## config.mk

```make
export PLATFORM = sky130hd
export DESIGN_NAME = instr_fetch_flat
export DESIGN_NICKNAME = d
export VERILOG_FILES = /design/src/rtl/instr_fetch_pkg.sv /design/src/rtl/instr_fetch_if.sv /design/src/rtl/instr_fetch_pc_next.sv /design/src/rtl/instr_fetch.sv /design/src/flat_wrapper.sv
export SDC_FILE = /design/constraint.sdc
export NUM_CORES = 1
export LEC_CHECK = 0
export BUFFER_PORTS_ARGS = -buffer_cell sky130_fd_sc_hd__buf_2
export CAP_MARGIN = 25
export CORE_MARGIN = 3
export CORE_UTILIZATION = 50
export DETAILED_ROUTE_END_ITERATION = 6
export PLACE_DENSITY = 0.79
export SETUP_SLACK_MARGIN = 0.02
export SYNTH_ARGS = -nofsm -noshare
export SYNTH_HDL_FRONTEND = slang
export SYNTH_SLANG_ARGS = --single-unit
```

## constraint.sdc

```tcl
create_clock -name clk -period 2 [get_ports clk]
set_clock_uncertainty 0.05 [all_clocks]
set_input_delay 0.4 -clock clk [delete_from_list [all_inputs] [get_ports clk]]
set_output_delay 0.4 -clock clk [all_outputs]
set_load 0.005 [all_outputs]
```

## src/rtl/instr_fetch_pkg.sv

```systemverilog
// Shared fetch/decode definitions: opcode field values, fetch FSM states,
// next-PC selector and the default bubble instruction.
package instr_fetch_pkg;

  localparam logic [1:0] OP_ALU    = 2'b00;
  localparam logic [1:0] OP_LOAD   = 2'b01;
  localparam logic [1:0] OP_STORE  = 2'b10;
  localparam logic [1:0] OP_BRANCH = 2'b11;

  // Branch opcode with zero offset: the decoder performs no register or memory write.
  localparam logic [7:0] BUBBLE_INSTR_DEFAULT = {OP_BRANCH, 6'd0};

  typedef enum logic {
    S_FETCH = 1'b0,
    S_HOLD  = 1'b1
  } fetchState_e;

  typedef enum logic [1:0] {
    PC_HOLD   = 2'd0,
    PC_INC    = 2'd1,
    PC_BRANCH = 2'd2
  } pcSel_e;

endpackage

```

## src/rtl/instr_fetch_if.sv

```systemverilog
// Instruction-memory request/acknowledge bus between the fetch stage and memory.
interface instr_fetch_if #(
  parameter int PC_WIDTH = 8
) ();

  logic                imem_req;
  logic [PC_WIDTH-1:0] imem_addr;
  logic                imem_ack;
  logic [7:0]          imem_rdata;

  modport master (
    output imem_req,
    output imem_addr,
    input  imem_ack,
    input  imem_rdata
  );

  modport slave (
    input  imem_req,
    input  imem_addr,
    output imem_ack,
    output imem_rdata
  );

endinterface

```

## src/rtl/instr_fetch_pc_next.sv

```systemverilog
// Combinational next-PC selection: hold, sequential increment, or taken-branch target.
module pc_next
  import instr_fetch_pkg::*;
#(
  parameter int PC_WIDTH = 8
) (
  input  pcSel_e              sel,
  input  logic [PC_WIDTH-1:0] pc,
  input  logic [PC_WIDTH-1:0] instrPc,
  input  logic [7:0]          offset,
  output logic [PC_WIDTH-1:0] nextPc
);

  logic signed [PC_WIDTH-1:0] offsetExt;

  // Sign-extend the 8-bit offset; all sums wrap modulo 2**PC_WIDTH.
  assign offsetExt = PC_WIDTH'(signed'(offset));

  always_comb begin
    nextPc = pc;
    case (sel)
      PC_INC:    nextPc = pc + PC_WIDTH'(1);
      PC_BRANCH: nextPc = instrPc + PC_WIDTH'(1) + offsetExt;
      default:   nextPc = pc;
    endcase
  end

endmodule

```

## src/rtl/instr_fetch.sv

```systemverilog
// Fetch stage: issues one instruction-memory request at a time, captures the word
// into the IR, and hands it to the decoder until the downstream stage accepts it.
module instr_fetch
  import instr_fetch_pkg::*;
#(
  parameter int                  PC_WIDTH     = 8,
  parameter logic [PC_WIDTH-1:0] RESET_PC     = '0,
  parameter logic [7:0]          BUBBLE_INSTR = BUBBLE_INSTR_DEFAULT
) (
  input  logic                clk,
  input  logic                reset,
  instr_fetch_if.master       imem,
  input  logic                stall,
  input  logic                branch_taken,
  input  logic [7:0]          branch_offset,
  output logic [7:0]          instr,
  output logic [1:0]          op,
  output logic                instr_valid,
  output logic [PC_WIDTH-1:0] instr_pc
);

  fetchState_e         state;
  logic [PC_WIDTH-1:0] pc;
  logic [PC_WIDTH-1:0] pcNxt;
  pcSel_e              pcSel;

  always_comb begin
    pcSel = PC_HOLD;
    if (state == S_FETCH && imem.imem_ack)
      pcSel = PC_INC;
    else if (state == S_HOLD && !stall && branch_taken)
      pcSel = PC_BRANCH;
  end

  pc_next #(
    .PC_WIDTH (PC_WIDTH)
  ) uPcNext (
    .sel     (pcSel),
    .pc      (pc),
    .instrPc (instr_pc),
    .offset  (branch_offset),
    .nextPc  (pcNxt)
  );

  always_ff @(posedge clk or negedge reset) begin
    if (!reset) begin
      state       <= S_FETCH;
      pc          <= RESET_PC;
      instr       <= BUBBLE_INSTR;
      instr_valid <= 1'b0;
      instr_pc    <= '0;
    end else begin
      pc <= pcNxt;
      case (state)
        S_FETCH: begin
          if (imem.imem_ack) begin
            instr       <= imem.imem_rdata;
            instr_pc    <= pc;
            instr_valid <= 1'b1;
            state       <= S_HOLD;
          end
        end
        S_HOLD: begin
          if (!stall) begin
            instr       <= BUBBLE_INSTR;
            instr_valid <= 1'b0;
            state       <= S_FETCH;
          end
        end
        default: state <= S_FETCH;
      endcase
    end
  end

  // Gating with the reset net lets the first request appear in the very first
  // cycle after release while staying low throughout reset.
  assign imem.imem_req  = (state == S_FETCH) && reset;
  assign imem.imem_addr = pc;
  assign op             = instr[7:6];

endmodule
```

## src/flat_wrapper.sv

```systemverilog
// flat-port wrapper written by rule: the top's interface ports become plain ports
module instr_fetch_flat import instr_fetch_pkg::*;
#(
  parameter int                  PC_WIDTH     = 8,
  parameter logic [PC_WIDTH-1:0] RESET_PC     = '0,
  parameter logic [7:0]          BUBBLE_INSTR = BUBBLE_INSTR_DEFAULT
)
  (clk, reset, stall, branch_taken, branch_offset, instr, op, instr_valid, instr_pc, imem_imem_req, imem_imem_addr, imem_imem_ack, imem_imem_rdata);
  instr_fetch_if #(.PC_WIDTH(PC_WIDTH)) imem_i ();
  input  logic clk;
  input  logic reset;
  input  logic stall;
  input  logic branch_taken;
  input  logic [7:0] branch_offset;
  output logic [7:0] instr;
  output logic [1:0] op;
  output logic instr_valid;
  output logic [PC_WIDTH-1:0] instr_pc;
  output wire logic [$bits(imem_i.imem_req)-1:0] imem_imem_req;
  output wire logic [$bits(imem_i.imem_addr)-1:0] imem_imem_addr;
  input wire logic [$bits(imem_i.imem_ack)-1:0] imem_imem_ack;
  input wire logic [$bits(imem_i.imem_rdata)-1:0] imem_imem_rdata;
  assign imem_imem_req = imem_i.imem_req;
  assign imem_imem_addr = imem_i.imem_addr;
  assign imem_i.imem_ack = imem_imem_ack;
  assign imem_i.imem_rdata = imem_imem_rdata;
  instr_fetch #(.PC_WIDTH(PC_WIDTH), .RESET_PC(RESET_PC), .BUBBLE_INSTR(BUBBLE_INSTR)) u_core (.clk(clk), .reset(reset), .imem(imem_i), .stall(stall), .branch_taken(branch_taken), .branch_offset(branch_offset), .instr(instr), .op(op), .instr_valid(instr_valid), .instr_pc(instr_pc));
endmodule
```

== Yosys cells after proc, flatten, opt, wreduce, memory -nomap -nowiden ==
Cells that the tools add are included.

* Register bits after elaboration: 26
* Bits in latches: 0
* RAM bits: 0
* Memory bits (read-only): 0
* Bits of input ports: 21
* Output and inout bits: 28
* Logic and storage cells: 33
* Memories kept: 0

* Add/subtract/negate cells: 3
* $mul: 0
* Divide/modulo/power cells: 0
* Magnitude comparators: 0
* Equality and inequality tests: 4
* Shift-type cells: 0
* Mux-type cells: 12
* Bitwise logic cells: 1
* Reductions and logical operators: 8

{| class="wikitable"
|+ Operators with widths
! operator !! count
|-
| $pmux W8 S2 || 2
|-
| $add A8 B1 Y8 const B || 2
|-
| $mux W8 || 2
|-
| $add A8 B8 Y8 || 1
|-
| $logic_and A1 B1 Y1 || 4
|-
| $mux W1 || 4
|-
| $mux W2 || 2
|-
| $ne A2 B2 Y1 const B || 2
|-
| $pmux W1 S2 || 2
|-
| $reduce_and A2 Y1 || 2
|-
| $eq A2 B1 Y1 const B || 1
|-
| $eq A2 B2 Y1 const B || 1
|-
| $reduce_bool A2 Y1 || 1
|-
| $logic_not A1 Y1 || 1
|-
| $not A1 Y1 || 1
|}

== Logic depth before layout (Yosys ltp) ==
* Depth in word-level cells: 7
* Mapped depth: 8
* Gate-level depth less buffers: 8

== Modules after synthesis ==
Synthesis repeated with hierarchy kept, for this count alone.

* Cell total of the unflattened synthesis: 164
* Area total of the unflattened synthesis: 1741.7 µm²

{| class="wikitable"
|+ By module, submodules not included
! module !! instances !! cells an instance !! area an instance (µm²) !! sequential area each (µm²)
|-
| instr_fetch || 1 || 65 || 1029.7 || 653.1
|-
| pc_next || 1 || 99 || 711.9 || 0.0
|}

== Least setup slack after synthesis ==
OpenSTA, ideal clock, no wires.

* Path kind: input to register
* Start: in branch_offset[0]
* End: reg u_core.pc[6], in the netlist u_core.imem.imem_addr[6]
* Setup time: 65 ps
* Data arrival time: 1723 ps
* Required time: 1885 ps
* Path slack: 162 ps
* Stages: 8
* Path buffers: 0
* Cell sequence: inv_1 > ha_1 > fa_1 > nor2b_4 > o31a_1 > o21ai_1 > a211o_1 > nand2_1

* Word-level cells in the longest chain between the ends: 2

{| class="wikitable"
|+ Ends and longest elaborated chain
! element !! line !! text
|-
| start, declared || flat_wrapper.sv:14 || <nowiki>input logic [7:0] branch_offset;</nowiki>
|-
| $add A8 B8 Y8 || instr_fetch_pc_next.sv:23 || <nowiki>PC_BRANCH: nextPc = instrPc + PC_WIDTH'(1) + offsetExt;</nowiki>
|-
| $pmux W8 S2 || instr_fetch_pc_next.sv:21 || <nowiki>case (sel)</nowiki>
|-
| end signal, assigned || instr_fetch.sv:53 || <nowiki>pc <= pcNxt;</nowiki>
|-
| end, declared || instr_fetch.sv:23 || <nowiki>logic [PC_WIDTH-1:0] pc;</nowiki>
|}

Every way passes these cells.
A chain may end at the register's enable or synchronous reset.

== Worst setup path after layout ==
* Start: reg u_core.instr_pc[0]
* End: reg u_core.pc[6], in the netlist u_core.imem.imem_addr[6]

* Word-level cells in the longest chain between the ends: 3

{| class="wikitable"
|+ Ends and longest elaborated chain
! element !! line !! text
|-
| start, declared || instr_fetch.sv:19 || <nowiki>output logic [PC_WIDTH-1:0] instr_pc</nowiki>
|-
| start signal, assigned || instr_fetch.sv:58 || <nowiki>instr_pc <= pc;</nowiki>
|-
| $add A8 B1 Y8 || instr_fetch_pc_next.sv:23 ||
|-
| $add A8 B8 Y8 || instr_fetch_pc_next.sv:23 ||
|-
| $pmux W8 S2 || instr_fetch_pc_next.sv:21 ||
|}

Every way passes these cells.

==> flow_summary_export.csv <==
group,metric,value,unit
pwr,pwr-share-clk,15.9,%
global_route,grt.met1_usage,26.51,%
route,num_vias,1275,
critical_path,worst_setup_path_end_kind,"flip-flop",
global_route,grtUsageMet2,33.93,%
layout,layout_common_cells,"buf_2, nand2_1, dfrtp_1, o21ai_1, mux2i_1",
clocking,cts-buffers-inserted,3,
global_route,grt_max_degree,27,
logic_synthesis,synthCells,159,
pwr,max-vdd-ir-drop,0.0005819,V
clocking,clockRootBuffer,"clkbuf_4",
pwr,power.density,1250,nW/um^2
timing,maxSlewViolCount,0,
timing,period_share,91.94,%
placement,gp_congestion,0.8186,
pwr,seqPwrFrac,40.1,%
logic_synthesis,yosysWarningCount,0,
global_route,grt_pass1_wl,5664,um
route,firstDrtPassIters,4,
floorplanning,ios,49,
logic_synthesis,syn_area,1539,sq um
floorplanning,dieWidth,61.48,um
pwr,power.share.switching,38.17,%
logic_synthesis,synth_cell_types,41,
floorplanning,rows,19,
floorplanning,start_util,53.95,%
global_route,track_usage,19.89,%
pwr,internal_power,1.416,mW
route,viasPerCell,5.426,
route,drc,0,
timing,finalHoldViolations,0,
timing,fmax,543.8,MHz
floorplanning,fp.dieH,61.48,um
layout,final-seq-area,653.1,sq um
clocking,cts_max_level,1,
layout,final_common_cell,"buf_2",
floorplanning,die_area,3780,sq um
layout,fillers,233,
timing,rsz0062_at_grt,"no",
layout,area_growth,19.02,%
placement,numPortBuffers,48,
route,dr.first_iter.drc_count,50,
global_route,use_met3,2.935,%
logic_synthesis,syn_nets,189,
clocking,cts_sinks,26,
critical_path,arrival,2.06,ns
pwr,switchingPower,0.8742,mW
clocking,cts.reportedPaths.clkPinSlew,0.15,ns
clocking,clk_latency,0.32,ns
global_route,grt_remaining_overflow,0,
timing,setup_viol,0,
global_route,grt_pass1_vias,1293,
critical_path,required,2.22,ns
timing,tightest_slew,0.4840,ns
job,maxCapViolations,0,
critical_path,crit_fanout,2,
global_route,antenna_found_initial,0,
logic_synthesis,synth.avg_cell_area,9.679,sq um
clocking,cts_hold_buf,0,
logic_synthesis,yosys_register_bits,26,
critical_path,rr_endpoint,"u_core.imem.imem_addr[6]",
critical_path,r2r-start,"u_core.instr_pc[0]",
logic_synthesis,ys_seq_area_share,42.44,%
timing,final.setup.tns,0,ns
layout,multi_input_area,820.8,sq um
critical_path,reg2reg_slack,0.16,ns
timing,slew_headroom,67.73,%
critical_path,r2r_cells,8,
layout,nets,235,
route,wl,3424,um
route,antenna_left,0,
clocking,clk_path_buf_depth,2,
pwr,p_comb_share,44.0,%
pwr,total_power,2.290,mW
worst_hold_path,hold_path.class,"input pin to asynchronous set/reset pin",
global_route,top_usage_layer,"met2",
clocking,cts_tree,"done",
floorplanning,core_area,2853,sq um
timing,timing.final.crit_period,1.839,ns
pwr,power.leakage,0.9365,nW
critical_path,crit_path_start_kind,"flip-flop",
layout,n_antenna_cell,0,
placement,hpwl,2654,um
run_status,status,"finished, final reports clean",
layout,drive_gt1_share,31.37,%
route,wl_per_cell,14.57,um
critical_path,crit_type,"flip-flop to flip-flop",
==> layout make-up <==
| cell class | count | area share, % |
|---|---|---|
| Clock buffer | 3 | 1.230 |
| Clock inverter | 1 | 1.639 |
| Inverter | 5 | 1.025 |
| Multi-Input combinational cell | 120 | 44.81 |
| Sequential cell | 26 | 35.66 |
| Tap cell | 31 | 2.117 |
| Timing Repair Buffer | 49 | 13.52 |
==> registers in the layout, indices dropped and copies added (netlist names) <==
signal,flops
u_core.imem.imem_addr,8
u_core.instr,8
u_core.instr_pc,8
u_core.instr_valid,1
u_core.state,1
==> what timing repair did <==
action,4_1_cts,5_1_grt
endpoints found under the setup margin,0,1
endpoints found under the hold margin,0,0
setup buffers,0,0
resized for setup,0,1
==> cell families (layout without fill, tap and decap cells) <==
kind of cell | after synthesis | after routing | share of synthesized area [%]
buffers and inverters | 13 | 58 | 4.390
AOI/OAI and AO/OA | 29 | 29 | 11.87
xor gates and xnor gates | 10 | 10 | 5.691
DFF | 26 | 26 | 42.44
adders and majority gates | 9 | 9 | 7.805
and+or+nand+nor | 61 | 61 | 20.49
muxes | 11 | 11 | 7.317
==> power groups by stage <==
stage                     clock network (mW)  registers [mW]  logic [mW]
after floorplan                            0           0.912       0.658
after global placement                     0           0.911       0.977
after detailed placement                   0           0.930        1.00
after CTS                              0.374           0.918        1.01
after global routing                   0.396           0.952        1.15
final                                  0.365           0.918        1.01
==> metal layers <==
metal | wire (um) | vias to the layer above
met3 | 160 | 4
met5 | 0 | -
met2 | 1730 | 31
met4 | 31 | 0
met1 | 1502 | 604
li1 | - | 636
==> worst max-delay path, stage by stage, from the launching register on <==
cell     delay [ns]
dfrtp_1        0.37
inv_1          0.05
ha_1           0.20
fa_2           0.38
nor2b_4        0.12
o31a_1         0.15
o21ai_1        0.10
a211o_1        0.30
nand2_1        0.06
==> per-stage QoR <==
stage	setup WS [ns]	hold WS (ns)	cells	util [%]	instance area [sq um]
2_1_floorplan	0.1620	0.05441	159	-	1539
3_3_place_gp	0.02466	0.4258	231	62.28	1777
3_5_place_dp	-0.01256	0.4344	231	62.28	1777
4_1_cts	0.09583	0.07004	235	64.12	1829
5_1_grt	0.06827	0.06252	235	64.21	1832
6_report	0.1612	0.05747	235	64.21	1832
==> synthesized netlist by cell type (all sizes together) <==
| library cell | n | area (sq um) |
|---|---|---|
| a31oi | 1 | 6.260 |
| o31a | 1 | 8.760 |
| o21a | 1 | 7.510 |
| buf | 6 | 41.28 |
| mux2 | 2 | 22.52 |
| inv | 5 | 18.77 |
| dfstp | 2 | 52.55 |
| nor2 | 4 | 17.52 |
| a211o | 1 | 8.760 |
| clkbuf | 2 | 7.510 |
| nand4 | 2 | 12.51 |
| a41oi | 1 | 16.27 |
| a21oi | 5 | 25.02 |
| ha | 8 | 100.1 |
| nand2 | 41 | 153.9 |
| mux2i | 9 | 90.09 |
| and2b | 1 | 10.01 |
| o22a | 2 | 17.52 |
| fa | 1 | 20.02 |
| dfrtp | 24 | 600.6 |
| o211ai | 1 | 7.510 |
| nand3 | 3 | 15.01 |
| a211oi | 1 | 7.510 |
| xnor2 | 6 | 52.55 |
| xor2 | 4 | 35.03 |
| nand3b | 3 | 38.79 |
| a21o | 1 | 7.510 |
| and3b | 2 | 18.77 |
| nor2b | 2 | 20.02 |
| o21ai | 14 | 70.07 |
| and2 | 1 | 6.260 |
| nand2b | 1 | 6.260 |
| nor3 | 1 | 16.27 |
==> how the worst max path moves through the flow <==
| stage | from | to | slack [ns] | depth (start not counted) |
|---|---|---|---|---|
| finish | u_core.instr_pc[0] | u_core.imem.imem_addr[6] | 0.16 | 8 |
| global route | u_core.instr_pc[0] | u_core.imem.imem_addr[6] | 0.07 | 8 |
| CTS | u_core.instr_pc[0] | u_core.imem.imem_addr[6] | 0.1 | 8 |
| detailed placement | branch_offset[0] | u_core.imem.imem_addr[6] | -0.01 | 9 |
| global placement | branch_offset[0] | u_core.imem.imem_addr[6] | 0.02 | 9 |
| floorplan | branch_offset[0] | u_core.imem.imem_addr[6] | 0.16 | 8 |
No activity file was read; power rests on OpenSTA's default activity.
